===== config.mk =====
export PLATFORM = sky130hd
export DESIGN_NAME = io_stage
export DESIGN_NICKNAME = d
export VERILOG_FILES = /design/src/rtl/io_stage.sv
export SDC_FILE = /design/constraint.sdc
export NUM_CORES = 1
export LEC_CHECK = 0
export BUFFER_PORTS_ARGS = -buffer_cell sky130_fd_sc_hd__clkbuf_2
export CORE_MARGIN = 2
export CORE_UTILIZATION = 54
export DETAILED_ROUTE_END_ITERATION = 7
export PLACE_DENSITY = 0.84
export SLEW_MARGIN = 20
export SYNTH_ARGS = -nofsm -noshare
export SYNTH_HDL_FRONTEND = slang
export SYNTH_SLANG_ARGS = --single-unit

===== constraint.sdc =====
create_clock -name clock -period 12.5 [get_ports clock]
set_clock_uncertainty 0.15 [all_clocks]
set_input_delay 1.25 -clock clock [delete_from_list [all_inputs] [get_ports clock]]
set_output_delay 1.25 -clock clock [all_outputs]
set_load 0.02 [all_outputs]

===== src/rtl/io_stage.sv =====
// IO (memory-return) pipeline stage: load alignment, HI/LO registers and
// the WB result / ID forwarding buses.
package cpu_core_params;
   localparam int CPU_DATA_WIDTH = 32;

   typedef struct packed {
      logic [CPU_DATA_WIDTH-1:0]   program_count;
      logic [CPU_DATA_WIDTH-1:0]   alu_result;
      logic [1:0]                  memory_address_final;
      logic                        is_load_byte;
      logic                        is_load_half_word;
      logic                        is_load_left;
      logic                        is_load_right;
      logic                        memory_io_unsigned;
      logic                        result_is_from_memory;
      logic                        result_high;
      logic                        result_low;
      logic                        high_low_write;
      logic [CPU_DATA_WIDTH-1:0]   source_register_data;
      logic [4:0]                  destination_register;
      logic                        register_write;
      logic                        multiply_valid;
      logic [2*CPU_DATA_WIDTH-1:0] multiply_result;
      logic                        divide_valid;
      logic                        divide_result_valid;
      logic [CPU_DATA_WIDTH-1:0]   divide_result;
      logic [CPU_DATA_WIDTH-1:0]   divide_remain;
   } EXToIOData;

   typedef struct packed {
      logic                      valid;
      logic [CPU_DATA_WIDTH-1:0] program_count;
      logic [CPU_DATA_WIDTH-1:0] final_result;
      logic [4:0]                register_file_address;
      logic                      register_file_write_enabled;
      logic [3:0]                register_file_write_strobe;
   } IOToWBData;

   typedef struct packed {
      logic                      valid;
      logic [4:0]                write_register;
      logic [3:0]                write_strobe;
      logic [CPU_DATA_WIDTH-1:0] write_data;
      logic                      previous_valid;
      logic [4:0]                previous_write_register;
      logic [3:0]                previous_write_strobe;
      logic [CPU_DATA_WIDTH-1:0] previous_write_data;
   } IOToIDBackPassData;
endpackage

module io_stage
   import cpu_core_params::*;
#(
   parameter int CPU_DATA_WIDTH = cpu_core_params::CPU_DATA_WIDTH
) (
   input  logic              clock,
   input  logic              reset,
   input  logic              ex_to_io_valid,
   input  EXToIOData         ex_to_io_bus,
   output logic              io_allow_in,
   input  logic [31:0]       data_ram_read_data,
   input  logic              wb_allow_in,
   output logic              io_to_wb_valid,
   output IOToWBData         io_to_wb_bus,
   output IOToIDBackPassData io_to_id_back_pass
);

   logic                      io_valid_q, io_valid_d;
   EXToIOData                 io_bus_q, io_bus_d;
   logic [CPU_DATA_WIDTH-1:0] hi_q, hi_d;
   logic [CPU_DATA_WIDTH-1:0] lo_q, lo_d;
   logic                      prev_valid_q, prev_valid_d;
   logic [4:0]                prev_reg_q, prev_reg_d;
   logic [3:0]                prev_strobe_q, prev_strobe_d;
   logic [CPU_DATA_WIDTH-1:0] prev_data_q, prev_data_d;

   logic                      fire;
   logic [1:0]                addr;
   logic [7:0]                byte_sel;
   logic [15:0]               half_sel;
   logic [31:0]               load_data;
   logic [3:0]                strobe;
   logic [CPU_DATA_WIDTH-1:0] final_result;
   logic                      bp_valid;

   assign io_allow_in    = !io_valid_q || wb_allow_in;
   assign io_to_wb_valid = io_valid_q;
   assign fire           = io_valid_q && wb_allow_in;

   // Load alignment; LWL/LWR merge lanes in WB via the strobe
   always_comb begin
      addr      = io_bus_q.memory_address_final;
      byte_sel  = data_ram_read_data[{addr, 3'b000} +: 8];
      half_sel  = addr[1] ? data_ram_read_data[31:16]
                          : data_ram_read_data[15:0];
      load_data = data_ram_read_data;
      strobe    = 4'b1111;
      if (io_bus_q.is_load_byte) begin
         load_data = {{24{!io_bus_q.memory_io_unsigned && byte_sel[7]}},
                      byte_sel};
      end else if (io_bus_q.is_load_half_word) begin
         load_data = {{16{!io_bus_q.memory_io_unsigned && half_sel[15]}},
                      half_sel};
      end else if (io_bus_q.is_load_left) begin
         load_data = data_ram_read_data << {2'd3 - addr, 3'b000};
      end else if (io_bus_q.is_load_right) begin
         load_data = data_ram_read_data >> {addr, 3'b000};
      end
      if (io_bus_q.is_load_left) begin
         unique case (addr)
            2'd0:    strobe = 4'b1000;
            2'd1:    strobe = 4'b1100;
            2'd2:    strobe = 4'b1110;
            default: strobe = 4'b1111;
         endcase
      end else if (io_bus_q.is_load_right) begin
         unique case (addr)
            2'd0:    strobe = 4'b1111;
            2'd1:    strobe = 4'b0111;
            2'd2:    strobe = 4'b0011;
            default: strobe = 4'b0001;
         endcase
      end
   end

   always_comb begin
      final_result = io_bus_q.alu_result;
      if (io_bus_q.result_is_from_memory) begin
         final_result = load_data;
      end else if (!io_bus_q.high_low_write && io_bus_q.result_high) begin
         final_result = hi_q;
      end else if (!io_bus_q.high_low_write && io_bus_q.result_low) begin
         final_result = lo_q;
      end
   end

   assign bp_valid = io_valid_q && io_bus_q.register_write;

   always_comb begin
      io_to_wb_bus.valid                       = io_valid_q;
      io_to_wb_bus.program_count               = io_bus_q.program_count;
      io_to_wb_bus.final_result                = final_result;
      io_to_wb_bus.register_file_address       = io_bus_q.destination_register;
      io_to_wb_bus.register_file_write_enabled = bp_valid;
      io_to_wb_bus.register_file_write_strobe  = strobe;
   end

   always_comb begin
      io_to_id_back_pass.valid                   = bp_valid;
      io_to_id_back_pass.write_register          = io_bus_q.destination_register;
      io_to_id_back_pass.write_strobe            = strobe;
      io_to_id_back_pass.write_data              = final_result;
      io_to_id_back_pass.previous_valid          = prev_valid_q;
      io_to_id_back_pass.previous_write_register = prev_reg_q;
      io_to_id_back_pass.previous_write_strobe   = prev_strobe_q;
      io_to_id_back_pass.previous_write_data     = prev_data_q;
   end

   // HI/LO commit only on fire so a stalled instruction writes once
   always_comb begin
      hi_d = hi_q;
      lo_d = lo_q;
      if (fire) begin
         if (io_bus_q.multiply_valid) begin
            {hi_d, lo_d} = io_bus_q.multiply_result;
         end else if (io_bus_q.divide_valid &&
                      io_bus_q.divide_result_valid) begin
            hi_d = io_bus_q.divide_remain;
            lo_d = io_bus_q.divide_result;
         end else if (io_bus_q.high_low_write) begin
            if (io_bus_q.result_high) hi_d = io_bus_q.source_register_data;
            if (io_bus_q.result_low)  lo_d = io_bus_q.source_register_data;
         end
      end
   end

   always_comb begin
      io_valid_d    = io_valid_q;
      io_bus_d      = io_bus_q;
      prev_valid_d  = prev_valid_q;
      prev_reg_d    = prev_reg_q;
      prev_strobe_d = prev_strobe_q;
      prev_data_d   = prev_data_q;
      if (io_allow_in) begin
         io_valid_d = ex_to_io_valid;
         io_bus_d   = ex_to_io_bus;
      end
      if (fire) begin
         prev_valid_d  = bp_valid;
         prev_reg_d    = io_bus_q.destination_register;
         prev_strobe_d = strobe;
         prev_data_d   = final_result;
      end
   end

   always_ff @(posedge clock or posedge reset) begin
      if (reset) begin
         io_valid_q    <= 1'b0;
         io_bus_q      <= '0;
         hi_q          <= '0;
         lo_q          <= '0;
         prev_valid_q  <= 1'b0;
         prev_reg_q    <= '0;
         prev_strobe_q <= '0;
         prev_data_q   <= '0;
      end else begin
         io_valid_q    <= io_valid_d;
         io_bus_q      <= io_bus_d;
         hi_q          <= hi_d;
         lo_q          <= lo_d;
         prev_valid_q  <= prev_valid_d;
         prev_reg_q    <= prev_reg_d;
         prev_strobe_q <= prev_strobe_d;
         prev_data_q   <= prev_data_d;
      end
   end

endmodule


==> results_dict.tcl, run 1 <==
set metrics [dict create \
    hold_depth 2 \
    power_frac_seq_pct 41.5 \
    synth_edf_count 0 \
    grt-ovfl-total 0 \
    combPwrFrac_pct 26.0 \
    r2r_end "prev_data_q[31]$_DFFE_PP0P_" \
    cts_hold_buf 0 \
    synth-xor-area-share_pct 0 \
    finalCriticalPeriod_ps 4800 \
    p_per_area_mw_per_mm2 168 \
    reg2reg_slack_ps 9440 \
    power.switching_uw 1120 \
    final_cells 2349 \
    start_util_pct 54.4 \
    yosysSeqAreaShare_pct 50.0 \
    clkLatencyLatePin_ps 540 \
    root_buffer "clkbuf_16" \
    fin_ws_ps 7700 \
    finalWirelength_um 52700 \
    leakage_uw 0.00956 \
    fp-row-count 66 \
    cts_max_path_buffers 3 \
    synth-compound-area-share_pct 12.0 \
    maxSlewHeadroom_pct 27.2 \
    intPower_uw 2370 \
    avgSynthCellArea_um2 11.2 \
    place_ws_ps 7980 \
    drt-initial-drc-count 940 \
    switching_share_pct 32.2 \
    clk_pin_slew_worst_paths_ps 60 \
    start_kind "register" \
    syn_area_mm2 0.0176 \
    async_flop_share_pct 100 \
    hold_start "prev_strobe_q[0]$_DFFE_PP0P_" \
    dp_hpwl_um 37300 \
    synth_flop_cell "dfrtp_1" \
    synth_fa_ha_area_share_pct 0 \
    path_class "register to output pin" \
    report.final.slew_viol_count 0 \
    cts_max_level 2 \
    crit_arrival_ps 3400 \
    dpl_cell_area_mm2 0.0194 \
    fill_cells 2535 \
    critPathCaptureType "output pin" \
    vias 13700 \
    postRouteAntennaNets 0 \
    multiInputGateArea_mm2 0.00771 \
    setup-tns-final_ps 0 \
    die_y_um 184 \
    seq_area_mm2 0.00879 \
    holdPathEnd "prev_strobe_q[0]$_DFFE_PP0P_" \
    boundaryPins 441 \
    maxCapViolCount 0 \
    final_common_cell "clkbuf_2" \
    cts_tree "yes" \
    wl_per_cell_um 22.4 \
    rsz0062_at_grt "no" \
    clock_power_share_pct 32.5 \
    status "completed" \
    grt_max_degree 141 \
    nets 2152 \
    final_cell_mix "440 x clkbuf_2, 349 x mux2_2, 349 x dfrtp_1" \
    cts_resized 0 \
    die-area_mm2 0.0340 \
    crit_fanout 23 \
    routabilityCongestion 0.977 \
    firstDrtPassIters 5 \
    design_area_mm2 0.0207 \
    ys_seq_elements 351 \
    ir_worst_vdd_mv 0.105 \
    grt_pass1_wl_um 80200 \
    crit_required_ps 11100 \
    grt_pass1_vias 14000 \
    worstMarginPinSlew_ps 1090 \
    die-width_um 184 \
    max_freq_ghz 0.208 \
    holdCritPathClass "register to register" \
    synth_top_family_by_area "multiplexers" \
    antenna_found_initial 9 \
    timing.hold.ws_ps 327 \
    hold_viol_final 0 \
    synth-simple-area-share_pct 8.57 \
    regToRegStartpoint "addr[1]$_DFFE_PP0P_" \
    cts.sinks 351 \
    core_area_mm2 0.0323 \
    drive_gt1_share_pct 46.5 \
    track_usage_pct 30.8 \
    vias_per_cell 5.84 \
    post-route-period-util_pct 38.4 \
    synthesis.nets 1851 \
    drc 0 \
    synthCells 1571 \
    dp.cells 2272 \
    yosys_warnings 0 \
    synth.distinct_cells 52 \
    cts_setup_buffers 0 \
    area_growth_pct 18.0 \
    portBuffers 440 \
    synth.area.mux_share_pct 23.2 \
    r2r_cells 6 \
    setup_viol 0 \
    cts_buffers 39 \
]
==> state kept, by name, indices dropped and copies added (netlist names) <==
| register | flops |
|---|---|
| io_to_wb_valid | 1 |
| prev_data_q | 32 |
| io_bus_q | 205 |
| io_to_id_back_pass | 5 |
| prev_reg_q | 5 |
| prev_valid_q | 1 |
| hi_q | 32 |
| prev_strobe_q | 4 |
| lo_q | 32 |
| addr | 2 |
| io_to_wb_bus | 32 |
==> logic make-up after synthesis <==
| kind of cell | count (synthesis) |
|---|---|
| flops | 351 |
| simple gates | 324 |
| buf+inv | 207 |
| mux | 362 |
| compound gates | 327 |
==> through the flow <==
step	utilization (%)	power, µW
global placement	60.1	2340
CTS	64.0	3500
floorplan	-	2080
finish	64.2	3490
global route	64.2	3650
detailed placement	60.1	2360
==> routing by layer <==
| layer | vias to the layer above | GRT usage, % | part of all wire (%) |
|---|---|---|---|
| met3 | 140 | 7.33 | 7.9 |
| met1 | 6823 | 38.6 | 40 |
| met2 | 610 | 50.7 | 48 |
| met4 | 2 | 13.7 | 4.5 |
| met5 | - | 0 | 0.025 |
| li1 | 6132 | - | - |
==> synth_stat cells (7+ instances only) <==
master	instances	share of area, %
a21boi_0	7	0.30
a21o_1	12	0.51
a21oi_1	91	2.6
a221o_1	8	0.46
a221oi_1	21	1.0
a22oi_1	9	0.38
a2bb2oi_1	16	0.80
a31oi_1	24	0.85
a32oi_1	8	0.40
and2_1	39	1.4
and3_1	8	0.28
buf_1	14	0.30
buf_2	8	0.23
buf_4	82	3.5
clkbuf_1	92	2.0
dfrtp_1	351	50
inv_1	9	0.19
mux2_2	349	22
mux2i_1	11	0.63
nand2_1	169	3.6
nand2b_1	16	0.57
nand3_1	13	0.37
nand3b_1	17	0.73
nor2_1	43	0.92
nor2b_1	14	0.50
o211ai_1	8	0.34
o21ai_0	80	2.3
o22ai_1	7	0.25
o31ai_1	7	0.30
==> power groups by stage <==
stage	clock network [µW]	registers (µW)	logic, µW
2_1_floorplan	0	1470	614
3_3_place_gp	0	1450	882
6_report	1130	1450	906
5_1_grt	1200	1470	977
3_5_place_dp	0	1460	900
4_1_cts	1150	1450	905
==> how the worst max path moves through the flow <==
stage | start | end | slack [ps] | cells past startpoint
2_1_floorplan | reset | addr[0]$_DFFE_PP0P_ | 1360 | 1
3_3_place_gp | data_ram_read_data[31] | io_to_id_back_pass[73] | 7480 | 6
3_5_place_dp | data_ram_read_data[31] | io_to_id_back_pass[73] | 7980 | 6
4_1_cts | io_bus_q[169]$_DFFE_PP0P_ | io_to_wb_bus[40] | 7610 | 5
5_1_grt | io_bus_q[169]$_DFFE_PP0P_ | io_to_id_back_pass[68] | 7490 | 5
6_report | io_bus_q[170]$_DFFE_PP0P_ | io_to_id_back_pass[69] | 7700 | 5
==> critical path, stage by stage, from the launching register on <==
cell       delay (ps)
dfrtp_1           560
nor2b_2           950
nand2_1           140
a31oi_1           560
a2bb2oi_1         400
clkbuf_2          250
==> cell type report <==
cell class	count	share of cell area, %
clock buffers	55	5.38
flip-flops and latches	351	42.4
well taps	442	2.67
clock inverters	14	0.700
diodes	7	0.0845
repair buffers	457	11.4
multi-input cells	1013	37.2
inverters	10	0.217
Power figures use the tool's default switching activity.
==> inputs of run 2 (changes only) <==
--- a/config.mk
+++ b/config.mk
@@ -7,9 +7,9 @@
 export LEC_CHECK = 0
 export BUFFER_PORTS_ARGS = -buffer_cell sky130_fd_sc_hd__clkbuf_2
 export CORE_MARGIN = 2
-export CORE_UTILIZATION = 54
+export CORE_UTILIZATION = 49
 export DETAILED_ROUTE_END_ITERATION = 7
-export PLACE_DENSITY = 0.84
+export PLACE_DENSITY = 0.8
 export SLEW_MARGIN = 20
 export SYNTH_ARGS = -nofsm -noshare
 export SYNTH_HDL_FRONTEND = slang
==> constraint.sdc (replaced) <==
create_clock -name clock -period 3.85 [get_ports clock]
set_clock_uncertainty 0.15 [all_clocks]
set_input_delay 0.385 -clock clock [delete_from_list [all_inputs] [get_ports clock]]
set_output_delay 0.385 -clock clock [all_outputs]
set_load 0.02 [all_outputs]
==> results_dict.tcl, run 2 (synthesis results as in run 1) <==
set metrics [dict create \
    setup_viol 0 \
    die_y_um 193 \
    drc 0 \
    die-area_mm2 0.0374 \
    status "completed" \
    vias_per_cell 5.91 \
    grt_max_degree 111 \
    vias 15500 \
    cts_buffers 39 \
    grt_pass1_wl_um 96700 \
    ir_worst_vdd_mv 0.435 \
    report.final.slew_viol_count 0 \
    start_util_pct 49.6 \
    crit_arrival_ps 3150 \
    drt-initial-drc-count 1228 \
    fp-row-count 69 \
    clkLatencyLatePin_ps 570 \
    start_kind "register" \
    multiInputGateArea_mm2 0.00772 \
    path_delay_family "buffers and inverters" \
    seq_area_mm2 0.00879 \
    nets 2411 \
    dp.cells 2306 \
    largest_reg_flops 205 \
    critPathCaptureType "output pin" \
    final_common_cell "clkbuf_2" \
    drive_gt1_share_pct 41.9 \
    setup-tns-final_ps 0 \
    grt-ovfl-total 0 \
    firstDrtPassIters 7 \
    slowest_stage "dfrtp_1" \
    crit_chain "buf_4 -> nor2b_1 -> buf_4 -> a221oi_1 -> a21o_1 -> a22oi_1 -> clkbuf_2" \
    timing.hold.ws_ps 32.7 \
    worstMarginPinSlew_ps 996 \
    routabilityCongestion 0.955 \
    post-route-period-util_pct 95.8 \
    cts_max_level 2 \
    track_usage_pct 33.4 \
    maxCapViolCount 0 \
    path_class "register to output pin" \
    boundaryPins 441 \
    leakage_uw 0.0107 \
    crit_top_cell "buf_4" \
    grt_pass1_vias 16200 \
    rsz0062_at_grt "no" \
    area_growth_pct 33.8 \
    antenna_found_initial 6 \
    holdCritPathClass "input port to register" \
    top_register "io_bus_q" \
    max_freq_ghz 0.271 \
    finalWirelength_um 63300 \
    postRouteAntennaNets 0 \
    cts.sinks 351 \
    maxSlewHeadroom_pct 33.4 \
    hold_viol_final 0 \
    crit_buf_inv 3 \
    fill_cells 2480 \
    root_buffer "clkbuf_16" \
    die-width_um 193 \
    crit_required_ps 3310 \
    dp_hpwl_um 39100 \
    slowest_delay_ps 550 \
    cts_tree "yes" \
    crit_fanout 28 \
    clk_pin_slew_worst_paths_ps 70 \
    finalCriticalPeriod_ps 3690 \
    cts_max_path_buffers 3 \
    portBuffers 440 \
    core_area_mm2 0.0354 \
    p_per_area_mw_per_mm2 514 \
    final_util_pct 66.4 \
    wl_per_cell_um 24.1 \
    final_cells 2629 \
    final_cell_mix "440 x clkbuf_2, 349 x mux2_2, 349 x dfrtp_1" \
]
run 2: worst paths after layout:
kind / depth (start not counted) / slack, ps / start / end
max: 7 / 160 / addr[1]$_DFFE_PP0P_ / io_to_id_back_pass[62]
min: 2 / 30 / ex_to_io_bus[188] / io_bus_q[188]$_DFFE_PP0P_
max reg2reg: 6 / 1010 / addr[1]$_DFFE_PP0P_ / prev_data_q[30]$_DFFE_PP0P_
min reg2reg: 2 / 340 / prev_reg_q[4]$_DFFE_PP0P_ / prev_reg_q[4]$_DFFE_PP0P_
max in group asynchronous: 4 / 2130 / reset / addr[0]$_DFFE_PP0P_
min in group asynchronous: 3 / 350 / reset / io_bus_q[114]$_DFFE_PP0P_
run 2: power by group:
part           switching [µW]  internal [µW]  leakage (µW)
sequential                457           4310       0.00413
clock                    1660           2410      0.000683
combinational            1860           1400       0.00592
run 2: layer usage:
metal	global-route usage [%]	vias to the layer above	part of all wire [%]
met1	41.0	7675	38
met5	0	-	0
met2	56.8	993	49
met3	5.89	222	7.6
li1	-	6654	-
met4	16.9	0	5.2
run 2: what timing repair did:
| action | in CTS | in global routing |
|---|---|---|
| hold buffers | 245 | 0 |
| endpoints found under the setup margin | 0 | 10 |
| buffers inserted | 0 | 0 |
| resized for setup | 0 | 2 |
| hold endpoints to repair | 269 | 0 |
run 2: final cells by class:
type	count	area share, %
sequential	351	37.4
multi-input combinational	1013	32.8
timing repair buffer	716	21.2
clock buffer	54	4.77
tap	461	2.45
clock inverter	18	1.16
inverter	10	0.176
antenna	6	0.0639
run 2: worst register-to-register path, delay by kind of cell, from the launching register on:
family | cells | cell delay [ps]
simple gates | 1 | 160
flops | 1 | 550
compound gates | 2 | 660
mux | 2 | 820
buf+inv | 1 | 390
run 2: metrics by stage:
| stage | total power [µW] | area [µm²] | worst slack [ps] |
|---|---|---|---|
| finish | 12100 | 23500 | 162 |
| global route | 12500 | 23500 | 32.9 |
| CTS | 12000 | 23500 | 82.0 |
| detailed placement | 7740 | 19600 | 706 |
| global placement | 7650 | 19600 | 626 |
| floorplan | 6760 | 17600 | -1390 |
